### config.mk
export PLATFORM = sky130hd
export DESIGN_NAME = lsu_dmem_master
export DESIGN_NICKNAME = d
export VERILOG_FILES = /design/src/rtl/lsu_dmem_master.sv
export SDC_FILE = /design/constraint.sdc
export NUM_CORES = 1
export LEC_CHECK = 0
export BUFFER_PORTS_ARGS = -buffer_cell sky130_fd_sc_hd__buf_4
export CAP_MARGIN = 5
export CORE_ASPECT_RATIO = 0.5
export CORE_MARGIN = 2
export CORE_UTILIZATION = 41
export DETAILED_ROUTE_END_ITERATION = 7
export GPL_TIMING_DRIVEN = 0
export PLACE_DENSITY = 0.67
export REMOVE_ABC_BUFFERS = 1
export SYNTH_ARGS = -nofsm -noshare
export SYNTH_HDL_FRONTEND = slang
export SYNTH_SLANG_ARGS = --single-unit
### constraint.sdc
create_clock -name clk -period 4.77 [get_ports clk]
set_input_delay 0.2385 -clock clk [delete_from_list [all_inputs] [get_ports clk]]
set_output_delay 0.2385 -clock clk [all_outputs]
set_load 0.02 [all_outputs]
### src/rtl/lsu_dmem_master.sv
// Load/store initiator: B/H/W accesses become full-word memory ops (sub-word store = read-modify-write).
// Latency fault 1 / load 2 / SW 2 / SB,SH 3 cycles; one request in flight, req_ready only in IDLE.
module lsu_dmem_master #(
  parameter int DEPTH = 16
) (
  input  logic        clk,
  input  logic        rst_n,
  input  logic        req_valid,
  output logic        req_ready,
  input  logic        req_write,
  input  logic [2:0]  req_funct3,
  input  logic [31:0] req_addr,
  input  logic [31:0] req_wdata,
  output logic        resp_valid,
  output logic [31:0] resp_rdata,
  output logic        resp_fault,
  output logic [31:0] mem_address,
  output logic        mem_memwrite,
  output logic [31:0] mem_writedata,
  input  logic [31:0] mem_readdata
);

  localparam logic [31:0] LAST_WORD = 32'(DEPTH - 4);

  typedef enum logic [2:0] {
    S_IDLE,
    S_LOAD,
    S_STORE_RD,
    S_WRITE,
    S_RESP
  } state_t;

  typedef struct packed {
    logic [2:0]  funct3;
    logic [1:0]  lane;
    logic [15:0] wdata;
  } req_t;

  state_t      state_q, state_d;
  req_t        req_q;
  logic [31:0] word_q;
  logic [31:0] rdata_q;
  logic        fault_q;
  logic [31:0] addr_q;

  logic        accept;
  logic        req_fault;
  logic [7:0]  byte_lane;
  logic [15:0] half_lane;
  logic [31:0] load_ext;
  logic [31:0] merged;

  assign accept = req_valid && (state_q == S_IDLE);

  always_comb begin
    req_fault = 1'b0;
    case (req_funct3)
      3'b000, 3'b100: req_fault = 1'b0;
      3'b001, 3'b101: req_fault = req_addr[0];
      3'b010:         req_fault = (req_addr[1:0] != 2'b00);
      default:        req_fault = 1'b1;
    endcase
    // Unsigned variants only exist for loads
    if (req_write && req_funct3[2]) req_fault = 1'b1;
    if ({req_addr[31:2], 2'b00} > LAST_WORD) req_fault = 1'b1;
  end

  always_ff @(posedge clk or negedge rst_n) begin
    if (!rst_n) state_q <= S_IDLE;
    else        state_q <= state_d;
  end

  always_comb begin
    state_d = state_q;
    case (state_q)
      S_IDLE: begin
        if (accept) begin
          if (req_fault)                 state_d = S_RESP;
          else if (!req_write)           state_d = S_LOAD;
          else if (req_funct3 == 3'b010) state_d = S_WRITE;
          else                           state_d = S_STORE_RD;
        end
      end
      S_LOAD:     state_d = S_RESP;
      S_STORE_RD: state_d = S_WRITE;
      S_WRITE:    state_d = S_RESP;
      S_RESP:     state_d = S_IDLE;
      default:    state_d = S_IDLE;
    endcase
  end

  always_comb begin
    req_ready     = (state_q == S_IDLE);
    resp_valid    = (state_q == S_RESP);
    mem_memwrite  = (state_q == S_WRITE);
    mem_writedata = (state_q == S_WRITE) ? word_q : 32'd0;
    resp_rdata    = rdata_q;
    resp_fault    = fault_q;
    mem_address   = addr_q;
  end

  always_comb begin
    byte_lane = mem_readdata[{req_q.lane, 3'b000} +: 8];
    half_lane = mem_readdata[{req_q.lane[1], 4'b0000} +: 16];
    case (req_q.funct3)
      3'b000:  load_ext = {{24{byte_lane[7]}}, byte_lane};
      3'b100:  load_ext = {24'd0, byte_lane};
      3'b001:  load_ext = {{16{half_lane[15]}}, half_lane};
      3'b101:  load_ext = {16'd0, half_lane};
      default: load_ext = mem_readdata;
    endcase
  end

  always_comb begin
    merged = mem_readdata;
    if (req_q.funct3[0]) merged[{req_q.lane[1], 4'b0000} +: 16] = req_q.wdata;
    else                 merged[{req_q.lane, 3'b000} +: 8]      = req_q.wdata[7:0];
  end

  always_ff @(posedge clk or negedge rst_n) begin
    if (!rst_n) begin
      req_q   <= '0;
      word_q  <= 32'd0;
      rdata_q <= 32'd0;
      fault_q <= 1'b0;
      addr_q  <= 32'd0;
    end else begin
      case (state_q)
        S_IDLE: begin
          if (accept) begin
            req_q.funct3 <= req_funct3;
            req_q.lane   <= req_addr[1:0];
            req_q.wdata  <= req_wdata[15:0];
            word_q       <= req_wdata;
            rdata_q      <= 32'd0;
            fault_q      <= req_fault;
            // Rejected requests leave the memory-side address untouched
            if (!req_fault) addr_q <= {req_addr[31:2], 2'b00};
          end
        end
        S_LOAD:     rdata_q <= load_ext;
        S_STORE_RD: word_q  <= merged;
        default:    ;
      endcase
    end
  end

endmodule

==> flow_summary.ini, run 1 <==
[power]
p_clk_share_pct = 44.9
power.switching_uw = 829.7
p_per_area_nw_per_um2 = 337.0
irDropWorstVdd_v = 0.0002358
internal_power_mw = 2.065
switching_share_pct = 28.66
pwr-share-seq_pct = 39.7
combPwrFrac_pct = 15.5
leakage_nw = 4.258

[timing]
skew_ns = 0.008579
max_slew.worst_pin.slew_ns = 0.9405
rsz0062_at_grt = false
setup_slack_ns = 1.653
max_freq_ghz = 0.3208
setup_viol = 0
finalCriticalPeriod_ns = 3.117
timing.final.crit_share_pct = 65.34
relSlewSlack_pct = 37.30
hold_violations = 0
drv_slew = 0

[routing]
vias = 5555
drc = 0
wl_met3_um = 1336
first_pass_iters = 7
wl_per_cell_um = 18.69
viasPerCell = 5.527
routed.top_layer = met4
drtIter0Drc = 360
route.met2.wl_um = 8719
wl_um = 18780
wl_met1_um = 8470
drt.antenna.violating_nets = 0

[floorplanning]
num_rows = 31
die_w_um = 178.6
dieArea_um2 = 16300
die_h_um = 91.29
core_area_um2 = 14660
start_util_pct = 42.61
io_pins = 203

[clock_network]
clk_latency_ns = 0.41
htreeDepth = 4
tritoncts = built
cts_resized = 0
cts-root-buf = clkbuf_16
clock_path_buffers = 2
clkSinkCount = 119
cts_buffers = 17
clkTransAtPathRegs_ns = 0.06

[synthesis]
synth_area_leaders = dfrtp_1 48%, nand2_1 6.2%, mux2i_1 5.0%
synth_area_um2 = 6247
syn_area_per_cell_um2 = 10.19
ys_seq_area_share_pct = 47.67
synthFlopType = dfrtp_1
netlist_instances = 613
synth_edf_count = 0
ys_types = 50
synth-async-reset-ratio_pct = 100.0
synth-seq-cells = 119
synth.top_cell.area_share_pct = 47.67
synth_top_cell_by_area = dfrtp_1
ys_warn_count = 0

[hold_path]
hold_path.class = in -> reg
min_path_cells = 3

[global_routing]
grt_usage_pct = 23.80
grt_max_degree = 89
antenna_found_initial = 0
grt_first_pass_wirelength_um = 30150
grt-ovfl-total = 0
grt_pass1_vias = 5498

[worst_setup_path]
reg2reg_from = req_q[17]
crit_path_end_kind = register
cp-startpoint = req_q[17]
r2r_end = word_q[27]
critPathKind = reg -> reg
worst_r2r_path_depth = 8
worstSetupStartpointType = register
critPathCapture = word_q[27]
crit_fanout = 36
r2r_slack_ns = 1.65
cp.required_ns = 5.13
crit_arrival_ns = 3.47

[final_layout]
stdcell_area_um2 = 8592
drive_gt1_share_pct = 33.21
stdcell_count = 1005
diodes = 0
final_util_pct = 58.60
nNetsFinal = 902
area_growth_syn_to_layout_pct = 37.53

[status]
outcome = finished, final reports clean

[placement]
dpl.cell_count = 972
portBuffers = 200
hpwl_um = 13560
dp_slack_ns = 1.507
place_congestion = 0.7793
postPlaceCellArea_um2 = 7980

[flow_run]
cap_viol_max_count = 0
-- cell families (layout without fill, tap and decap cells) --
| logic type | count (synthesis) | after routing | synth area share, % |
|---|---|---|---|
| AO/OA/AOI/OAI | 162 | 162 | 20.87 |
| adder cells (fa/ha/maj) | 5 | 5 | 1.001 |
| flip-flops | 119 | 119 | 47.67 |
| AND/OR/NAND/NOR | 225 | 225 | 19.05 |
| other | 1 | 2 | 0.06003 |
| multiplexers | 39 | 39 | 6.589 |
| buffers and inverters | 62 | 255 | 4.767 |
-- cell usage after synthesis, drive strengths merged, types with 3 or more instances --
master   instances
mux2             7
nor4             8
a22oi           19
clkbuf          24
a21oi           11
inv              7
a221oi          24
nor2            10
a31oi            8
o21ai           13
nor4bb           3
buf             31
nor2b           29
nor3b            4
ha               5
and2            40
a32o            15
a211oi          29
nand2          105
a2bb2oi          7
a221o           29
nand2b          16
dfrtp          119
mux2i           31
-- routing by layer --
layer  GRT usage (%)  vias up
met5               0        -
met4           6.030        0
met3           6.156       16
met2           37.26      197
met1           32.86     2714
li1                -     2628
-- critical path, cell delays in order (launching register included) --
cell,delay (ns)
dfrtp_2,0.55
buf_12,0.28
inv_1,0.27
ha_1,0.40
nor4bb_1,0.71
buf_2,0.30
a221oi_1,0.10
a211oi_1,0.26
a221o_1,0.16
-- layout make-up --
type                    count  area, µm²
fillers                  1319       6070
clock inverters            15      170.2
repair buffers            216       1745
inverters                   7      26.28
clock buffers              17      425.4
multi-input cells         433       2997
well taps                 198      247.7
flip-flops and latches    119       2980
-- sequential cells by signal, summed over array words and instances, names as in the netlist --
signal	count
resp_fault	1
word_q	32
req_q	21
state_q	3
mem_address	30
resp_rdata	32
-- cells in the final DEF (no fill, tap or decap), types with 3 or more instances in the layout --
cell / Yosys / layout
nand2_1: 104 / 104
clkinv_4: 0 / 5
nor3b_2: 1 / 3
a22oi_1: 19 / 19
buf_6: 3 / 7
dfrtp_1: 119 / 117
a211oi_1: 29 / 29
and2_1: 40 / 40
ha_1: 5 / 5
nor4_1: 7 / 7
nand2b_1: 16 / 16
a2bb2oi_1: 7 / 7
buf_16: 0 / 3
clkbuf_16: 0 / 17
a21oi_1: 11 / 11
inv_1: 7 / 7
a221oi_1: 24 / 24
inv_6: 0 / 4
a32o_1: 15 / 15
o21ai_0: 13 / 13
mux2i_1: 31 / 31
nor2b_1: 29 / 29
a221o_1: 29 / 29
buf_4: 3 / 199
mux2_2: 6 / 6
nor2_1: 10 / 8
a31oi_1: 8 / 8
-- power groups by stage --
| stage | Sequential, mW | Combinational, mW | Clock [mW] |
|---|---|---|---|
| floorplan | 1.16 | 0.242 | 0 |
| global placement | 1.19 | 0.393 | 0 |
| CTS | 1.15 | 0.447 | 1.32 |
| global route | 1.16 | 0.496 | 1.37 |
| detailed placement | 1.16 | 0.444 | 0 |
| finish | 1.15 | 0.447 | 1.30 |
-- per-stage QoR --
step	total power, mW	setup TNS (ns)	hold WS, ns
finish	2.895	0	0.02023
global route	3.024	0	0.01173
CTS	2.911	0	0.008791
detailed placement	1.606	0	0.1403
global placement	1.578	-12.49	0.4425
floorplan	1.398	0	-0.05709
-- repair_timing --
item                      in CTS  in global routing
hold buffers                   1                  0
buffers inserted               0                  0
hold endpoints to repair      31                  0
-- worst min path at each step --
| stage | from | end | slack (ns) |
|---|---|---|---|
| 2_1_floorplan | rst_n | mem_address[10] | -0.06 |
| 3_3_place_gp | req_wdata[10] | req_q[10] | 0.44 |
| 3_5_place_dp | rst_n | mem_address[3] | 0.14 |
| 4_1_cts | req_wdata[4] | req_q[4] | 0.009 |
| 5_1_grt | req_wdata[11] | req_q[11] | 0.01 |
| 6_report | req_wdata[4] | req_q[4] | 0.02 |
No activity file was read; power rests on OpenSTA's default activity.
==> inputs of run 2 (changes only) <==
Settings changed: PLACE_DENSITY 0.67 to 0.69.
Clock period 4.77 ns to 2.7 ns, I/O delays scaled along.
==> run 2 against run 1 <==
Utilization grew 4.4 points. Sequential power grew 77%. Flip-flop and latch count is the same. Combinational power grew 100%. Global-route usage grew 1.9 points. Critical endpoint is now word_q[10]. Largest cell class unchanged.
==> flow_summary.ini, run 2 (synthesized netlist as in run 1, its figures left out) <==
[global_routing]
grt_pass1_vias = 6119
grt-ovfl-total = 0
grt_usage_pct = 25.72
antenna_found_initial = 0
grt_first_pass_wirelength_um = 32770
grt_max_degree = 89

[clock_network]
cts_buffers = 17
clkTransAtPathRegs_ns = 0.06
clk_latency_ns = 0.42
cts-root-buf = clkbuf_16
clkSinkCount = 119
clock_path_buffers = 2
htreeDepth = 4
tritoncts = built

[routing]
drtIter0Drc = 402
wl_um = 20040
first_pass_iters = 5
drc = 0
wl_per_cell_um = 18.84
drt.antenna.violating_nets = 0
viasPerCell = 5.615
vias = 5974

[final_layout]
diodes = 0
final_common_cell = buf_4
area_growth_syn_to_layout_pct = 47.85
final_util_pct = 63.00
stdcell_area_um2 = 9236
nNetsFinal = 961
n_fill_cell = 1241
final_cell_mix = 206 x buf_4, 117 x dfrtp_1, 104 x nand2_1, 55 x dlygate4sd3_1, 40 x and2_1
drive_gt1_share_pct = 31.87

[power]
irDropWorstVdd_v = 0.0003935
leakage_nw = 4.535
p_per_area_nw_per_um2 = 570.2

[flow_run]
cap_viol_max_count = 0

[placement]
place_congestion = 0.7578
portBuffers = 200
postPlaceCellArea_um2 = 7966
hpwl_um = 13820

[floorplanning]
num_rows = 31
die_h_um = 91.29
dieArea_um2 = 16300
die_w_um = 178.6
start_util_pct = 42.61
core_area_um2 = 14660
io_pins = 203

[hold_path]
hold_path.class = in -> reg
hp-start = mem_readdata[26]

[timing]
rsz0062_at_grt = false
finalCriticalPeriod_ns = 2.539
skew_ns = 0.009650
drv_slew = 0
hold_violations = 0
timing.final.crit_share_pct = 94.03
max_slew.worst_pin.slew_ns = 1.020
max_freq_ghz = 0.3939
setup_viol = 0
relSlewSlack_pct = 31.97

[worst_setup_path]
cp.required_ns = 3.05
critPathKind = reg -> reg
crit_fanout = 36
crit_path_end_kind = register
crit_arrival_ns = 2.89
cp-startpoint = req_q[17]
reg2reg_from = req_q[17]
worstSetupStartpointType = register

[status]
outcome = finished, final reports clean
[run 2: final timing paths]
path                                        end  slack [ns]  cells past startpoint
worst max-delay path                 word_q[10]        0.16                      8
worst min-delay path             resp_rdata[26]        0.02                      3
worst max register to register       word_q[10]        0.16                      8
worst min register to register   mem_address[3]        0.50                      1
max in group asynchronous        resp_rdata[13]        1.74                      3
min in group asynchronous       mem_address[20]        0.17                      2
[run 2: power by group]
group          internal (mW)  total (mW)  switching [mW]
Combinational          0.453       0.906           0.453
Sequential              1.89        2.03           0.139
Clock                   1.41        2.33           0.924
[run 2: area by class of cell]
class                      instances  area (µm²)  share of cell area, %
clock buffer                      18       439.2                  4.755
clock inverter                    14       166.4                  1.802
inverter                           7       30.03                 0.3251
multi-input combinational        433        3042                  32.93
sequential                       119        2980                  32.27
tap                              198       247.7                  2.682
timing repair buffer             275        2331                  25.24
[run 2: routing by layer]
metal  track usage, %  wire (µm)  part of all wire (%)  up-vias
met3            6.533       1539                   7.7       26
met5                0          0                     0        -
met2            40.96       9300                    46      241
met4            7.114        331                   1.7        0
li1                 -          -                     -     2752
met1            34.80       8869                    44     2955
[run 2: what timing repair did]
item | CTS | global route
hold buffers | 55 | 0
pin swaps | 1 | 1
gates resized for setup | 6 | 1
buffers inserted | 4 | 3
hold endpoints to repair | 101 | 0
setup endpoints to repair | 25 | 50
[run 2: critical path, cell delays in order (launching register included)]
cell        delay [ns]
dfrtp_2           0.40
buf_12            0.25
clkinvlp_4        0.20
buf_4             0.17
ha_1              0.26
and4b_1           0.56
a221oi_1          0.17
a211oi_1          0.27
a221o_1           0.16
[run 2: stage by stage]
| step | hold WS, ns | worst slack (ns) | cells | power, mW | TNS (ns) |
|---|---|---|---|---|---|
| 6_report | 0.01688 | 0.1611 | 1064 | 5.267 | 0 |
| 5_1_grt | 0.02284 | 0.01479 | 1064 | 5.493 | 0 |
| 4_1_cts | 0.001049 | 0.04474 | 1061 | 5.282 | 0 |
| 3_5_place_dp | 0.04022 | -0.5768 | 970 | 2.845 | -7.403 |
| 3_3_place_gp | 0.3377 | -2.426 | 957 | 2.789 | -199.43 |
| 2_1_floorplan | -0.1606 | -0.9463 | 559 | 2.470 | -44.39 |
